### src/rtl/ecp_sched_pkg.sv
// Shared types and constants for the modular add/sub scheduler.
// - NUM_REQ / REQ_ID_W : requester count and id width
// - OP_ADD / OP_SUB    : unit op encoding
// - tag_t              : in-flight tag {valid, id}
// - onehot()           : requester id -> one-hot strobe
package ecp_sched_pkg;
  localparam int NUM_REQ  = 4;
  localparam int REQ_ID_W = 2;
  localparam logic OP_ADD = 1'b0;
  localparam logic OP_SUB = 1'b1;

  typedef struct packed {
    logic                valid;
    logic [REQ_ID_W-1:0] id;
  } tag_t;

  function automatic logic [NUM_REQ-1:0] onehot(input logic [REQ_ID_W-1:0] id);
    logic [NUM_REQ-1:0] v;
    v     = '0;
    v[id] = 1'b1;
    return v;
  endfunction
endpackage

### src/rtl/rr_arbiter4.sv
// Combinational round-robin pick among 4 requesters.
// - i_req       : eligible requesters
// - i_ptr       : highest-priority requester this cycle
// - o_gnt_id    : first eligible id at or after i_ptr (wraps 3->0)
// - o_gnt_valid : any requester eligible
module rr_arbiter4
  import ecp_sched_pkg::*;
(
  input  logic [NUM_REQ-1:0]  i_req,
  input  logic [REQ_ID_W-1:0] i_ptr,
  output logic [REQ_ID_W-1:0] o_gnt_id,
  output logic                o_gnt_valid
);
  logic [REQ_ID_W-1:0] w_idx;

  // Scan from farthest to nearest offset so the nearest hit overwrites.
  // The 2-bit add wraps naturally modulo 4.
  always_comb begin
    o_gnt_id    = i_ptr;
    o_gnt_valid = 1'b0;
    w_idx       = '0;
    for (int k = NUM_REQ - 1; k >= 0; k--) begin
      w_idx = i_ptr + REQ_ID_W'(k);
      if (i_req[w_idx]) begin
        o_gnt_id    = w_idx;
        o_gnt_valid = 1'b1;
      end
    end
  end
endmodule

### src/rtl/mod_add_scheduler.sv
// Round-robin scheduler for one shared pipelined 256-bit modular add/sub unit.
// Only ids/tags move through here; operands and results bypass this block.
// - clk, reset  : clock, synchronous active-high reset
// - req_valid   : per-requester pending operation (held until accepted)
// - req_sub     : per-requester op (0 add, 1 sub), sampled on accept
// - req_ready   : requester may be accepted this cycle
// - flush       : drop all in-flight tags and pending bits
// - mux_select  : registered operand-mux select = issued requester id
// - issue_valid : registered unit input valid
// - issue_sub   : registered unit op
// - rsp_valid   : one-hot completion strobe, LATENCY cycles after issue
// - busy        : anything pending, in flight or requested
module mod_add_scheduler
  import ecp_sched_pkg::*;
#(
  parameter int LATENCY = 3
) (
  input  logic                clk,
  input  logic                reset,
  input  logic [NUM_REQ-1:0]  req_valid,
  input  logic [NUM_REQ-1:0]  req_sub,
  output logic [NUM_REQ-1:0]  req_ready,
  input  logic                flush,
  output logic [REQ_ID_W-1:0] mux_select,
  output logic                issue_valid,
  output logic                issue_sub,
  output logic [NUM_REQ-1:0]  rsp_valid,
  output logic                busy
);
  tag_t [LATENCY-1:0]  r_tag;
  logic [NUM_REQ-1:0]  r_pend;
  logic [REQ_ID_W-1:0] r_ptr;
  logic [REQ_ID_W-1:0] r_mux_select;
  logic                r_issue_valid;
  logic                r_issue_sub;
  logic [NUM_REQ-1:0]  r_rsp_valid;

  logic [NUM_REQ-1:0]  w_elig;
  logic [REQ_ID_W-1:0] w_gnt_id;
  logic                w_gnt_valid;
  logic                w_tag_any;

  // Ready depends only on registered pending bits, so a requester whose
  // response is on the output this cycle is not re-accepted until the next.
  assign req_ready = ~r_pend & {NUM_REQ{~flush}};
  assign w_elig    = req_valid & req_ready;

  rr_arbiter4 u_arb (
    .i_req       (w_elig),
    .i_ptr       (r_ptr),
    .o_gnt_id    (w_gnt_id),
    .o_gnt_valid (w_gnt_valid)
  );

  always_comb begin
    w_tag_any = 1'b0;
    for (int k = 0; k < LATENCY; k++) w_tag_any = w_tag_any | r_tag[k].valid;
  end

  assign busy = (|r_pend) | w_tag_any | (|req_valid);

  always_ff @(posedge clk) begin
    if (reset) begin
      r_tag         <= '0;
      r_pend        <= '0;
      r_ptr         <= '0;
      r_mux_select  <= '0;
      r_issue_valid <= 1'b0;
      r_issue_sub   <= 1'b0;
      r_rsp_valid   <= '0;
    end else begin
      // Tag leaving the pipe becomes the response strobe unless flushed.
      r_rsp_valid <= (r_tag[LATENCY-1].valid && !flush) ? onehot(r_tag[LATENCY-1].id) : '0;
      for (int k = LATENCY - 1; k > 0; k--) r_tag[k] <= r_tag[k-1];
      // Flush forces req_ready low, so no grant can occur on a flush edge.
      r_tag[0]      <= {w_gnt_valid, w_gnt_id};
      r_pend        <= (r_pend & ~r_rsp_valid) | (w_gnt_valid ? onehot(w_gnt_id) : '0);
      r_issue_valid <= w_gnt_valid;
      if (w_gnt_valid) begin
        r_mux_select <= w_gnt_id;
        r_issue_sub  <= req_sub[w_gnt_id] ? OP_SUB : OP_ADD;
        r_ptr        <= w_gnt_id + 1'b1;
      end
      if (flush) begin
        r_pend <= '0;
        for (int k = 0; k < LATENCY; k++) r_tag[k].valid <= 1'b0;
      end
    end
  end

  assign mux_select  = r_mux_select;
  assign issue_valid = r_issue_valid;
  assign issue_sub   = r_issue_sub;
  assign rsp_valid   = r_rsp_valid;
endmodule

### config.mk
export PLATFORM = sky130hd
export DESIGN_NAME = mod_add_scheduler
export DESIGN_NICKNAME = d
export VERILOG_FILES = /design/src/rtl/ecp_sched_pkg.sv /design/src/rtl/rr_arbiter4.sv /design/src/rtl/mod_add_scheduler.sv
export SDC_FILE = /design/constraint.sdc
export NUM_CORES = 1
export LEC_CHECK = 0
export CORE_AREA = 2 2 42 60
export CTS_CLUSTER_DIAMETER = 60
export DETAILED_ROUTE_END_ITERATION = 8
export DIE_AREA = 0 0 44 62
export PLACE_DENSITY = 0.74
export SLEW_MARGIN = 20
export SYNTH_ARGS = -nofsm -noshare
export SYNTH_HDL_FRONTEND = slang
export SYNTH_HIERARCHICAL = 1
export SYNTH_SLANG_ARGS = --single-unit
### constraint.sdc
create_clock -name clk -period 2.54 [get_ports clk]
set_input_delay 0.508 -clock clk [delete_from_list [all_inputs] [get_ports clk]]
set_output_delay 0.508 -clock clk [all_outputs]
set_load 0.05 [all_outputs]
==> flow_summary.ini <==
[route]
drt-pass1-iter-count = 4
ant_nets = 0
vias_per_cell = 4.99
drt_iter0_drc = 18
num_vias = 853
routed_wirelength_um = 2100
wl_per_cell_um = 12.3
drcViolationCount = 0

[critical_path]
reg2reg_slack_ps = 500
cp-start-kind = input port
r2r-end = r_ptr[1]
endpoint_kind = flop
crit_path_max_fanout = 3
crit_end = r_ptr[1]
ff2ff_path_depth = 9
critPathKind = input port to flop
cp-startpoint = req_valid[3]
critPathArrivalTime_ps = 2410
r2r_start = r_pend[0]
cp.required_ps = 2740

[place]
place_congestion = 0.814
placed_cells = 167
hpwlAfterDp_um = 1720
placed_cell_area_mm2 = 0.00145
portBuffers = 23

[timing]
drv_slew = 0
finalHoldViolCount = 0
rsz0062_at_grt = no
relSlewSlack = 0.648
min_period_over_period = 0.870
finalClockSkew_ps = 3.38
holdWs_ps = 454
max_freq_mhz = 453
finalSetupViolCount = 0
worst_pin_slew_ps = 527
finalCriticalPeriod_ps = 2210

[layout]
final_net_count = 164
final_cells = 171
final_cell_mix = 23 x dfxtp_1, 22 x buf_4, 17 x clkdlybuf4s50_1
area_growth_pct = 49.0
design_area_mm2 = 0.00148
insertedDiodeCount = 0
final_util = 0.655
drive_gt1_frac = 0.270
final_common_cell = dfxtp_1

[synthesis]
synth_area_per_cell_um2 = 9.74
ys_top_cells_by_area = dfxtp_1 46%, ha_1 5.0%, mux2i_1 5.0%
synthAdderAreaFrac = 0.0504
postSynthCellCount = 102
muxShareOfSynthArea = 0.0504
synth-simple-area-share = 0.339
yosysTopAreaCellShare = 0.463
ys_seq_elements = 23
yosys_warnings = 6
seq_area_frac_synth = 0.463
synth-compound-area-share = 0.0756
netlist_area_um2 = 993
synth_top_family_by_area = simple AND/OR/NAND/NOR gates
yosys.area.top_type = dfxtp_1
ys_types = 30
syn_nets = 117
synthXorXnorAreaFrac = 0

[floorplan]
rows = 21
dieArea_mm2 = 0.00273
core_area_mm2 = 0.00226
fp.dieH_um = 62
pin_count = 24
die_w_um = 44
start_util = 0.440

[grt]
grt_max_degree = 17
grt_overflow = 0
grt_pass1_wl_um = 3350
grt_antenna_before_repair = 0
grt_usage = 0.165
first_global_vias = 820

[flow_run]
maxCapViolCount = 0

[clock_network]
cts.sinks = 23
cts_setup_buffers = 0
clock_latency_ps = 310
cts.root.buffer_cell = clkbuf_4
numCtsBuffers = 3
clkTransAtPathRegs_ps = 120
h-tree-depth = 1
cts_tree = done
clock_path_buffers = 2

[power]
power_density_mw_per_mm2 = 618
irDropWorstVdd_v = 0.000402
p_leak_nw = 0.650

[min_path]
min_path_type = flop to flop
hold_start = r_tag[4]

[outcome]
outcome = completed
repair_timing:
| action | 4_1_cts | 5_1_grt |
|---|---|---|
| hold buffers | 0 | 0 |
| endpoints found under the setup margin | 0 | 1 |
| gates resized for setup | 0 | 1 |
state kept, by name, indices dropped and copies added (netlist names):
signal	flops
r_ptr	2
rsp_valid	4
r_tag	9
issue_sub	1
r_pend	4
issue_valid	1
mux_select	2
synthesized netlist by cell type:
library cell  instances
and2_1                7
nand2b_1              5
or3b_2                1
nand3b_1              1
and2b_2               2
nor3_1                2
or2b_1                1
and2b_1               1
nor2b_1               5
o221a_2               1
mux2i_1               5
o221ai_2              1
ha_1                  4
nand3_1               1
or3b_1                1
nand2_1               6
nor4b_4               1
a21oi_1               6
and4_1                1
a2bb2oi_1             1
and4b_1               2
or2_4                 1
or4_1                 1
inv_1                 3
o21ai_0               2
nor4_1                2
buf_2                 2
dfxtp_1              23
nor2_1               12
and3b_1               1
layout make-up:
type / count / area (µm²)
Clock buffer: 3 / 22.5
Clock inverter: 1 / 5.00
Fill cell: 184 / 779
Inverter: 3 / 11.3
Multi-Input combinational cell: 74 / 524
Sequential cell: 23 / 460
Tap cell: 23 / 28.8
Timing Repair Buffer: 44 / 428
worst min path at each step:
stage | slack [ps] | end | cells past startpoint
after global routing | 470 | r_tag[7] | 1
after detailed placement | 430 | r_tag[7] | 1
after floorplan | 410 | r_tag[3] | 1
after global placement | 430 | r_tag[6] | 1
final | 450 | r_tag[7] | 1
after CTS | 460 | r_tag[7] | 1
cell families after synthesis:
group,count (synthesis)
fa+ha+maj,4
mux,5
compound gates,11
buf+inv,5
flops,23
simple gates,54
stage by stage:
| step | total power, mW | TNS, ps | worst slack [ps] |
|---|---|---|---|
| global placement | 0.751 | -747 | -160 |
| global route | 0.967 | 0 | 210 |
| floorplan | 0.599 | 0 | 19.9 |
| detailed placement | 0.762 | -1260 | -251 |
| CTS | 0.926 | 0 | 67.4 |
| finish | 0.915 | 0 | 330 |
power by group:
part / internal [mW] / switching, mW
combinational: 0.172 / 0.165
clock: 0.0589 / 0.106
sequential: 0.393 / 0.0213
total: 0.623 / 0.292
per-layer routing:
metal,track usage,share of wire
met4,0.0779,0.015
met3,0.0173,0.030
met1,0.175,0.41
met5,0,0
met2,0.321,0.54
worst max-delay path, cell delays in order:
cell             delay [ps]
clkdlybuf4s50_1         480
and2_1                  140
buf_4                   110
and2b_2                 200
o21ai_0                 150
o221a_2                 240
inv_1                    60
ha_1                    290
mux2i_1                 160
nor2_1                   50
Power figures use the tool's default switching activity.
==> variant, RTL diff (same settings) <==
Set the package constant `NUM_REQ` to 2 (it was 4).
--- a/src/rtl/ecp_sched_pkg.sv
+++ b/src/rtl/ecp_sched_pkg.sv
@@ -4,7 +4,7 @@
 // - tag_t              : in-flight tag {valid, id}
 // - onehot()           : requester id -> one-hot strobe
 package ecp_sched_pkg;
-  localparam int NUM_REQ  = 4;
+  localparam int NUM_REQ  = 2;
   localparam int REQ_ID_W = 2;
   localparam logic OP_ADD = 1'b0;
   localparam logic OP_SUB = 1'b1;
Ports: changed (resized req_ready, req_sub, req_valid and rsp_valid); port bits go from 24 to 16. No check against the original RTL was run, so the function may have changed too.
==> variant against the original RTL <==
Cell area down 37%; synthesized cell count down 33%; total power down 35%; sequential cell count down 4; largest power group unchanged; setup slack better by 170 ps; wire length down 44%; hold slack worse by 6.8 ps; clock skew about the same; area after synthesis down 29%.
==> variant: results (changes against the original RTL) <==
CTS
  – Post_cts resized: 0 (unchanged)
  – Worst-skew pair later-pin latency: 290 ps (-20 ps)
  – Clock root cell: clkbuf_4

Global routing
  – Vias in the first global route: 475 (-42%)
  – Global Route Usage Sum: 9.84% (-6.7 points)
  – Initial antenna violation count: 0 (unchanged)
  – First-pass GRT wire length: 1980 um (-41%)
  – Largest net degree at the start of global routing: 15 (-2)

Outcome
  – Status: completed

Power
  – Switching Share: 28.1% (-3.8 points)
  – Lkg Pwr: 0.370 nW (-43%)
  – VDD IR max: 0.000294 V (-27%)

Critical path
  – WP data arrival: 2220 ps (-190 ps)
  – Crit-path max cell delay: 460 ps (-20 ps)
  – Reg2Reg Setup Slack: 860 ps (+360 ps)
  – CP Max Fanout: 5 (+2)
  – R2R depth: 8 (-1)
  – Critical R2R Capture: r_ptr[1]$_SDFFE_PP0P_
  – Slowest-stage cell, CP: clkdlybuf4s50_1

STA
  – Worst Clk Skew: 3.29 ps (-0.0834 ps)
  – Final hold slack: 447 ps (-6.81 ps)
  – Worst slew pin tran: 495 ps (-31.9 ps)

Drt
  – Met3 WL post-DR: 62 um (-1.6%)
  – Final WL: 1180 um (-44%)
  – DR pass1 iterations: 3 (-1)
  – Routed wl met2: 598 um (-47%)
  – DRT met1 WL: 500 um (-42%)
  – Via Count: 506 (-41%)
  – Initial DRC Count: 4 (-14)

Placement
  – DP HPWL: 905 um (-47%)
  – RePlAce Congestion: 0.691 (-15%)
  – I/O Buffers: 15 (-35%)

Min path
  – Hold WC Path Type: reg2reg
  – Hold depth: 1 (unchanged)

Synth
  – Post-synth top cells: dfxtp_1 (19), nor2_1 (10), and2_1 (5), nor2b_1 (5), mux2i_1 (4)
  – Post-synthesis sequential area ratio: 54.1% (+7.7 points)
  – Distinct cells, synth: 21 (-30%)
  – Mapped Nets: 77 (-34%)
  – YS warnings: 6 (unchanged)
  – Dominant cells by area after synthesis: dfxtp_1 (54%), mux2i_1 (5.7%), nor2_1 (5.3%), and2_1 (4.4%), nor2b_1 (4.4%)

Final layout
  – Net count, final: 97 (-41%)
  – Filler cell count: 221 (+20%)
  – Largest register FFs: 9 (unchanged)
  – Layout cells sized above 1: 14.9% (-12 points)
[variant: changes by cell type after synthesis, moves of 2 or more]
cell / unedited run / this run
a21oi_1: 6 / 2
dfxtp_1: 23 / 19
nand2_1: 6 / 3
nand2b_1: 5 / 2
a211oi_1: 0 / 2
and2_1: 7 / 5
and2b_2: 2 / 0
ha_1: 4 / 2
nor2_1: 12 / 10
o21ai_0: 2 / 0
[variant: critical path, delay by kind of cell]
family / cells / cell delay (ps)
buffers and inverters: 3 / 600
multiplexers: 1 / 140
AND/OR/NAND/NOR: 3 / 390
adder cells (fa/ha/maj): 2 / 580
[variant: final cells by class]
type                    instances  area, um^2  area share [%]
clock buffers                   3        22.5            2.42
clock inverters                 1        5.00           0.537
inverters                       3        11.3            1.21
multi-input cells              44         302            32.3
flip-flops and latches         19         380            40.8
well taps                      23        28.8            3.09
repair buffers                 17         183            19.6
[variant: power by group through the flow]
stage	sequential [W]	combinational, W	clock (W)
after detailed placement	0.000330	0.000123	0
after floorplan	0.000345	0.0000622	0
after CTS	0.000323	0.000124	0.000158
final	0.000323	0.000122	0.000149
after global placement	0.000329	0.000122	0
after global routing	0.000325	0.000133	0.000164
[variant: cells by family after synthesis]
family | count (synthesis) | synth area share (%)
AO/OA/AOI/OAI | 4 | 3.56
XOR/XNOR | 1 | 1.25
adder cells (fa/ha/maj) | 3 | 5.16
buffers and inverters | 5 | 3.02
flip-flops | 19 | 54.1
multiplexers | 4 | 5.69
AND/OR/NAND/NOR | 32 | 27.2
[variant: how the worst max path moves through the flow]
stage	to	slack (ps)	startpoint	cells after the start
2_1_floorplan	r_ptr[1]$_SDFFE_PP0P_	150	flush	8
3_3_place_gp	r_ptr[1]$_SDFFE_PP0P_	180	flush	9
3_5_place_dp	r_ptr[1]$_SDFFE_PP0P_	180	flush	9
4_1_cts	r_ptr[1]$_SDFFE_PP0P_	490	flush	9
5_1_grt	r_ptr[1]$_SDFFE_PP0P_	320	flush	9
6_report	r_ptr[1]$_SDFFE_PP0P_	500	flush	9
[variant: layer usage]
layer,vias up,global-route usage [%]
li1,258,-
met1,235,11.2
met2,11,16.6
met3,2,2.02
met4,0,6.49
met5,-,0
[variant: per-stage QoR]
| stage | cells | instance area [um^2] | worst slack, ps | total power [W] |
|---|---|---|---|---|
| floorplan | 68 | 703 | 145 | 0.000407 |
| global placement | 106 | 905 | 178 | 0.000451 |
| detailed placement | 106 | 905 | 177 | 0.000453 |
| CTS | 110 | 932 | 495 | 0.000605 |
| global route | 110 | 932 | 317 | 0.000622 |
| finish | 110 | 932 | 498 | 0.000595 |
